## config.mk

```make
export PLATFORM = sky130hd
export DESIGN_NAME = mult32_seq_ctrl_flat
export DESIGN_NICKNAME = d
export VERILOG_FILES = /design/src/rtl/mult32_seq_ctrl_if.sv /design/src/rtl/mult32_seq_ctrl.sv /design/src/flat_wrapper.sv
export SDC_FILE = /design/constraint.sdc
export NUM_CORES = 1
export LEC_CHECK = 0
export CORE_MARGIN = 2
export CORE_UTILIZATION = 50
export CTS_CLUSTER_SIZE = 25
export DETAILED_ROUTE_END_ITERATION = 7
export PLACE_DENSITY = 0.74
export SYNTH_ARGS = -nofsm -noshare
export SYNTH_HDL_FRONTEND = slang
export SYNTH_SLANG_ARGS = --single-unit
```

## constraint.sdc

```tcl
create_clock -name clk -period 7.5 [get_ports clk]
set_input_delay 1.5 -clock clk [delete_from_list [all_inputs] [get_ports clk]]
set_output_delay 1.5 -clock clk [all_outputs]
set_load 0.02 [all_outputs]
```

## src/rtl/mult32_seq_ctrl_if.sv

```systemverilog
// Request/response and partial-product array signals of the 32x32
// sequential multiply controller. The controller takes the slave view.
interface mult32_seq_ctrl_if;
  logic        valid_i;
  logic        ready_o;
  logic [31:0] operand_a_i;
  logic [31:0] operand_b_i;
  logic [1:0]  signed_i;
  logic        high_i;
  logic [15:0] pp_a_o;
  logic [15:0] pp_b_o;
  logic [31:0] pp_res_i;
  logic        valid_o;
  logic        ready_i;
  logic [31:0] result_o;

  modport slave (
    input  valid_i, operand_a_i, operand_b_i, signed_i, high_i, pp_res_i, ready_i,
    output ready_o, pp_a_o, pp_b_o, valid_o, result_o
  );

  modport master (
    output valid_i, operand_a_i, operand_b_i, signed_i, high_i, pp_res_i, ready_i,
    input  ready_o, pp_a_o, pp_b_o, valid_o, result_o
  );
endinterface

```

## src/rtl/mult32_seq_ctrl.sv

```systemverilog
// Sequencing controller for a 32x32 multiply on a shared 16x16 unsigned
// array: four half-word partial products, one signed correction cycle,
// then the selected 32-bit half is held until the consumer takes it.
module mult32_seq_ctrl #(
  parameter int STEPS = 4
) (
  input  logic                  clk,
  input  logic                  rst_n,
  input  logic                  kill_i,
  output logic                  busy_o,
  mult32_seq_ctrl_if.slave      bus
);

  typedef enum logic [1:0] {IDLE, MUL, CORR, DONE} state_t;

  localparam logic [1:0] STEP_LAST = 2'(STEPS - 1);

  state_t      state_q;
  logic [1:0]  step_q;
  logic [63:0] acc_q, acc_d;
  logic [31:0] a_q, b_q;
  logic [1:0]  sgn_q;
  logic        high_q;
  logic        valid_q;
  logic [31:0] result_q;

  logic [63:0] pp_shifted;
  logic [63:0] corr_a, corr_b;

  // Partial-product weight and the next accumulator value for MUL / CORR.
  // Steps 1 and 2 are the cross terms, both weighted by 2^16.
  always_comb begin
    pp_shifted = {32'h0, bus.pp_res_i};
    case (step_q)
      2'd0:    pp_shifted = {32'h0, bus.pp_res_i};
      2'd3:    pp_shifted = {bus.pp_res_i, 32'h0};
      default: pp_shifted = {16'h0, bus.pp_res_i, 16'h0};
    endcase
    // A negative signed operand contributes an extra -2^32 * other operand.
    corr_a = (sgn_q[1] & a_q[31]) ? {b_q, 32'h0} : 64'h0;
    corr_b = (sgn_q[0] & b_q[31]) ? {a_q, 32'h0} : 64'h0;
    acc_d  = acc_q;
    case (state_q)
      MUL:     acc_d = acc_q + pp_shifted;
      CORR:    acc_d = acc_q - corr_a - corr_b;
      default: acc_d = acc_q;
    endcase
  end

  // Half-word selection for the array; step[1] picks A's half, step[0] B's.
  always_comb begin
    bus.pp_a_o = 16'h0;
    bus.pp_b_o = 16'h0;
    if (state_q == MUL) begin
      bus.pp_a_o = step_q[1] ? a_q[31:16] : a_q[15:0];
      bus.pp_b_o = step_q[0] ? b_q[31:16] : b_q[15:0];
    end
  end

  assign bus.ready_o  = (state_q == IDLE);
  assign busy_o       = (state_q != IDLE);
  assign bus.valid_o  = valid_q;
  assign bus.result_o = result_q;

  // Controller FSM; kill wins over every transition including acceptance.
  always_ff @(posedge clk or negedge rst_n) begin
    if (!rst_n) begin
      state_q  <= IDLE;
      step_q   <= 2'd0;
      acc_q    <= 64'h0;
      a_q      <= 32'h0;
      b_q      <= 32'h0;
      sgn_q    <= 2'b00;
      high_q   <= 1'b0;
      valid_q  <= 1'b0;
      result_q <= 32'h0;
    end else if (kill_i) begin
      state_q <= IDLE;
      step_q  <= 2'd0;
      valid_q <= 1'b0;
    end else begin
      case (state_q)
        IDLE: begin
          if (bus.valid_i) begin
            a_q     <= bus.operand_a_i;
            b_q     <= bus.operand_b_i;
            sgn_q   <= bus.signed_i;
            high_q  <= bus.high_i;
            acc_q   <= 64'h0;
            step_q  <= 2'd0;
            state_q <= MUL;
          end
        end
        MUL: begin
          acc_q  <= acc_d;
          step_q <= step_q + 2'd1;
          if (step_q == STEP_LAST) state_q <= CORR;
        end
        CORR: begin
          acc_q    <= acc_d;
          result_q <= high_q ? acc_d[63:32] : acc_d[31:0];
          valid_q  <= 1'b1;
          state_q  <= DONE;
        end
        DONE: begin
          if (bus.ready_i) begin
            valid_q <= 1'b0;
            state_q <= IDLE;
          end
        end
        default: state_q <= IDLE;
      endcase
    end
  end

endmodule

```

## src/flat_wrapper.sv

```systemverilog
// flat-port wrapper written by rule: the top's interface ports become plain ports
module mult32_seq_ctrl_flat 
#(
  parameter int STEPS = 4
)
  (clk, rst_n, kill_i, busy_o, bus_valid_i, bus_operand_a_i, bus_operand_b_i, bus_signed_i, bus_high_i, bus_pp_res_i, bus_ready_i, bus_ready_o, bus_pp_a_o, bus_pp_b_o, bus_valid_o, bus_result_o);
  mult32_seq_ctrl_if bus_i ();
  input  logic clk;
  input  logic rst_n;
  input  logic kill_i;
  output logic busy_o;
  input wire logic [$bits(bus_i.valid_i)-1:0] bus_valid_i;
  input wire logic [$bits(bus_i.operand_a_i)-1:0] bus_operand_a_i;
  input wire logic [$bits(bus_i.operand_b_i)-1:0] bus_operand_b_i;
  input wire logic [$bits(bus_i.signed_i)-1:0] bus_signed_i;
  input wire logic [$bits(bus_i.high_i)-1:0] bus_high_i;
  input wire logic [$bits(bus_i.pp_res_i)-1:0] bus_pp_res_i;
  input wire logic [$bits(bus_i.ready_i)-1:0] bus_ready_i;
  output wire logic [$bits(bus_i.ready_o)-1:0] bus_ready_o;
  output wire logic [$bits(bus_i.pp_a_o)-1:0] bus_pp_a_o;
  output wire logic [$bits(bus_i.pp_b_o)-1:0] bus_pp_b_o;
  output wire logic [$bits(bus_i.valid_o)-1:0] bus_valid_o;
  output wire logic [$bits(bus_i.result_o)-1:0] bus_result_o;
  assign bus_i.valid_i = bus_valid_i;
  assign bus_i.operand_a_i = bus_operand_a_i;
  assign bus_i.operand_b_i = bus_operand_b_i;
  assign bus_i.signed_i = bus_signed_i;
  assign bus_i.high_i = bus_high_i;
  assign bus_i.pp_res_i = bus_pp_res_i;
  assign bus_i.ready_i = bus_ready_i;
  assign bus_ready_o = bus_i.ready_o;
  assign bus_pp_a_o = bus_i.pp_a_o;
  assign bus_pp_b_o = bus_i.pp_b_o;
  assign bus_valid_o = bus_i.valid_o;
  assign bus_result_o = bus_i.result_o;
  mult32_seq_ctrl #(.STEPS(STEPS)) u_core (.clk(clk), .rst_n(rst_n), .kill_i(kill_i), .busy_o(busy_o), .bus(bus_i));
endmodule
```

==> results by stage <==
Cells and area:
- The relative area change from synthesis to final layout is 17.45%.
- The repair_antennas step left the layout with diodes totalling 0.
- The final-layout fill cell count is 2531.
- Of the cells placed in the final design, the portion with a size suffix greater than 1 is 0.07462.
- The end-of-flow core utilization is 0.5938.
- The final layout net count is 2062.

Timing:
- The period utilization is 0.7641.
- The number of pins exceeding their max-slew limit in the final report is 0.
- Once routing completed, OpenROAD measured the worst setup slack at 1.769 ns.
- At the pin with the least slew margin, the transition time is 1.247 ns.
- The top achievable clock speed is 174.5 MHz.
- Setup total negative slack on the finished layout was measured at 0 ns.
- The headroom to the max-slew limit is 0.1690.
- Setup repair after global routing left no endpoint under its margin.
- The number of endpoints failing setup at the final stage is 0.
- The minimum clock period is 5.731 ns.
- The final hold violation count is 0.
- The clock skew after layout is 0.01219 ns.

Detailed routing:
- The first routing iteration left 1347 violations.
- The routed length per placed instance is 22.33 um.
- Dividing the detail-routed via count by the number of cells gives 5.987.
- The routed length on met2 is 22250 um.
- The iteration count of the initial detailed-routing pass is 6.
- Detailed routing inserted a total of 13290 vias.
- After detailed routing, the wire length on met1 is 22320 um.
- Wire segments on met3 add up to 3688 um in the final route.
- In the routed design, unresolved DRC markers number 0.
- The top metal layer carrying routed signals is met4.
- The count of nets left with antenna violations after detail routing is 0.
- The wire length after detailed routing is 49570 um.

Synth:
- For this run, the leading register cell type out of synthesis is dfrtp_1.
- nand2_1 is the most common cell in the netlist.
- Counting flops with a built-in enable in the synthesized netlist gives 0.
- The area share of the leading cell type in the synthesized netlist is 0.2905.
- The share of async-settable or async-resettable flops after synthesis is 1.000.
- Of the synthesized area, sequential elements account for 0.2905.
- In the post-synthesis netlist, the biggest area contributors are dfrtp_1, ha_1, mux2_2.
- The count of unique library cells instantiated by Yosys is 70.
- When the netlist entered floorplanning its net count stood at 1953.
- The gate count of the mapped netlist is 1714.
- A synthesized cell averages 8.444 um^2.
- Synthesis inferred 168 register bits.
- Ranked by instance count, the synthesized netlist is headed by nand2_1, dfrtp_1, o21ai_0.
- The number of synthesis warnings is 0.
- The netlist area before placement is 14470 um^2.
- Of all cell types, the one taking the most synthesized area is dfrtp_1.

Setup path:
- The worst setup path is launched from a flop.
- The number of cells on the worst reg-to-reg path is 16.
- The critical path in this run is classified as flop to flop.
- Data on the critical path arrives at its endpoint at 6.12 ns.
- The endpoint required time on the critical path is 7.89 ns.
- STA classifies the critical path endpoint as a flop.
- The largest fanout on the critical path is 32.

Die:
- The initial core utilization is 0.5056.
- 171 I/O pins were placed.
- The number of standard-cell rows in the floorplan is 62.
- The vertical die dimension is 174.1 um.
- The area of the core is 28630 um^2.
- The die covers 30320 um^2.
- The die is 174.1 um wide.

Min path:
- Counting instances, the worst hold path has a depth of 1.
- The class of the tightest hold or removal check is flop to flop.

GRT:
- Entering global routing, the biggest net connects 108 pins.
- The initial antenna violation count is 0.
- The total congestion overflow is 0.
- The first global-routing pass estimated 76280 um of wire.
- In the global route stage, overall resource usage came out at 0.3300.
- The number of global-route vias before repair is 12870.

Clock tree:
- Once the clock tree was built, the resizer swapped 0 gates to a different size.
- The number of buffers inserted by post-CTS setup repair is 0.
- The quantity of hold-fixing buffers added after cts is 0.
- The longest clock path from root to sink contains 2 buffers.
- The cell at the root of the clock tree is clkbuf_16.
- After clock tree synthesis, the clock-pin slew on the worst setup and hold paths is 0.07 ns.
- In this run, CTS created clock tree buffers numbering 17.
- The CTS tree is yes.
- The later pin in the worst-skew pair is clocked with a latency of 0.47 ns.
- The clock drives 168 sinks.
- CTS built an H-tree with a depth of 4.

Placement:
- The routability congestion estimate from global placement is 0.9992.
- The count of buffers added on input and output ports is 170.
- After legalization and detailed placement, the total HPWL measured 38920 um.
- The placement-stage worst setup slack is 2.059 ns.

Status:
- The run finished with clean final reports.

Run:
- The max-cap check violation count is 0.
cells by family (layout without fill, tap and decap cells):
logic type | count (synthesis) | count (layout) | share of synthesized area
AOI/OAI and AO/OA | 448 | 448 | 0.1897
buffers and inverters | 218 | 340 | 0.05663
adders and majority gates | 135 | 135 | 0.1333
muxes | 141 | 141 | 0.1037
xor gates and xnor gates | 85 | 85 | 0.05144
and+or+nand+nor | 519 | 519 | 0.1747
DFF | 168 | 168 | 0.2905
critical path, stage by stage, from the launching register on:
cell      delay, ns
dfrtp_1        1.12
inv_1          0.11
ha_1           0.92
buf_4          0.39
nand2_1        0.17
o21ai_0        0.12
ha_1           0.33
a21oi_1        0.26
o21ai_0        0.15
a21oi_1        0.26
o21ai_0        0.17
a221oi_1       0.45
o31a_1         0.44
o21ai_2        0.20
nand3_1        0.12
mux2_1         0.32
o21ai_1        0.12
placed cells by master, fill, tap and decap left out, drive strengths merged, types with 7 or more instances in the layout:
cell	synthesis	final
a211oi	12	12
a21o	33	33
a21oi	115	115
a22oi	15	15
a31oi	17	17
and2	34	34
and3	71	71
buf	5	13
clkbuf	87	18
clkdlybuf4s50	0	169
dfrtp	168	168
fa	32	32
ha	103	103
inv	126	133
mux2	72	72
mux2i	69	69
nand2	207	207
nand2b	10	10
nand3	28	28
nand4	22	22
nor2	68	68
nor2b	43	43
nor3	17	17
o211ai	8	8
o21a	11	11
o21ai	173	173
o21bai	17	17
o31ai	7	7
xnor2	51	51
xor2	34	34
metrics by stage:
stage	hold slack (ns)	cell area, um^2	cells
CTS	0.4832	17000	2220
detailed placement	0.4674	16400	2188
finish	0.4765	17000	2220
global placement	0.4590	16400	2188
floorplan	0.4753	14470	1714
global route	0.4954	17000	2220
final timing paths:
path	from	end	slack, ns
max	u_core.step_q[0]	u_core.acc_q[57]	1.77
min	u_core.bus.result_o[31]	u_core.bus.result_o[31]	0.48
max reg2reg	u_core.step_q[0]	u_core.acc_q[57]	1.77
min reg2reg	u_core.bus.result_o[31]	u_core.bus.result_o[31]	0.48
max in group asynchronous	rst_n	u_core.b_q[1]	4.83
min in group asynchronous	rst_n	u_core.bus.result_o[6]	1.19
area by class of cell:
type | count | area, um^2 | area share
clock inverters | 14 | 157.7 | 0.009274
clock buffers | 18 | 439.2 | 0.02584
repair buffers | 182 | 1793 | 0.1055
multi-input cells | 1328 | 9452 | 0.5560
flip-flops and latches | 168 | 4204 | 0.2473
inverters | 126 | 473.0 | 0.02782
well taps | 384 | 480.5 | 0.02826
layer usage:
layer / global-route usage / up-vias
met3: 0.06780 / 70
met2: 0.5056 / 530
met4: 0.1050 / 0
met5: 0 / -
li1: - / 6226
met1: 0.4681 / 6466
flip-flops by register name, indices dropped and copies added (netlist names):
signal               flops
u_core.bus.valid_o       1
u_core.sgn_q             2
u_core.b_q              32
u_core.bus.result_o     32
u_core.state_q           2
u_core.a_q              32
u_core.high_q            1
u_core.acc_q            64
u_core.step_q            2
Power is left out: the tool's default activity adds up to more than one toggle a clock period on the data nets, which glitch-free logic cannot reach.
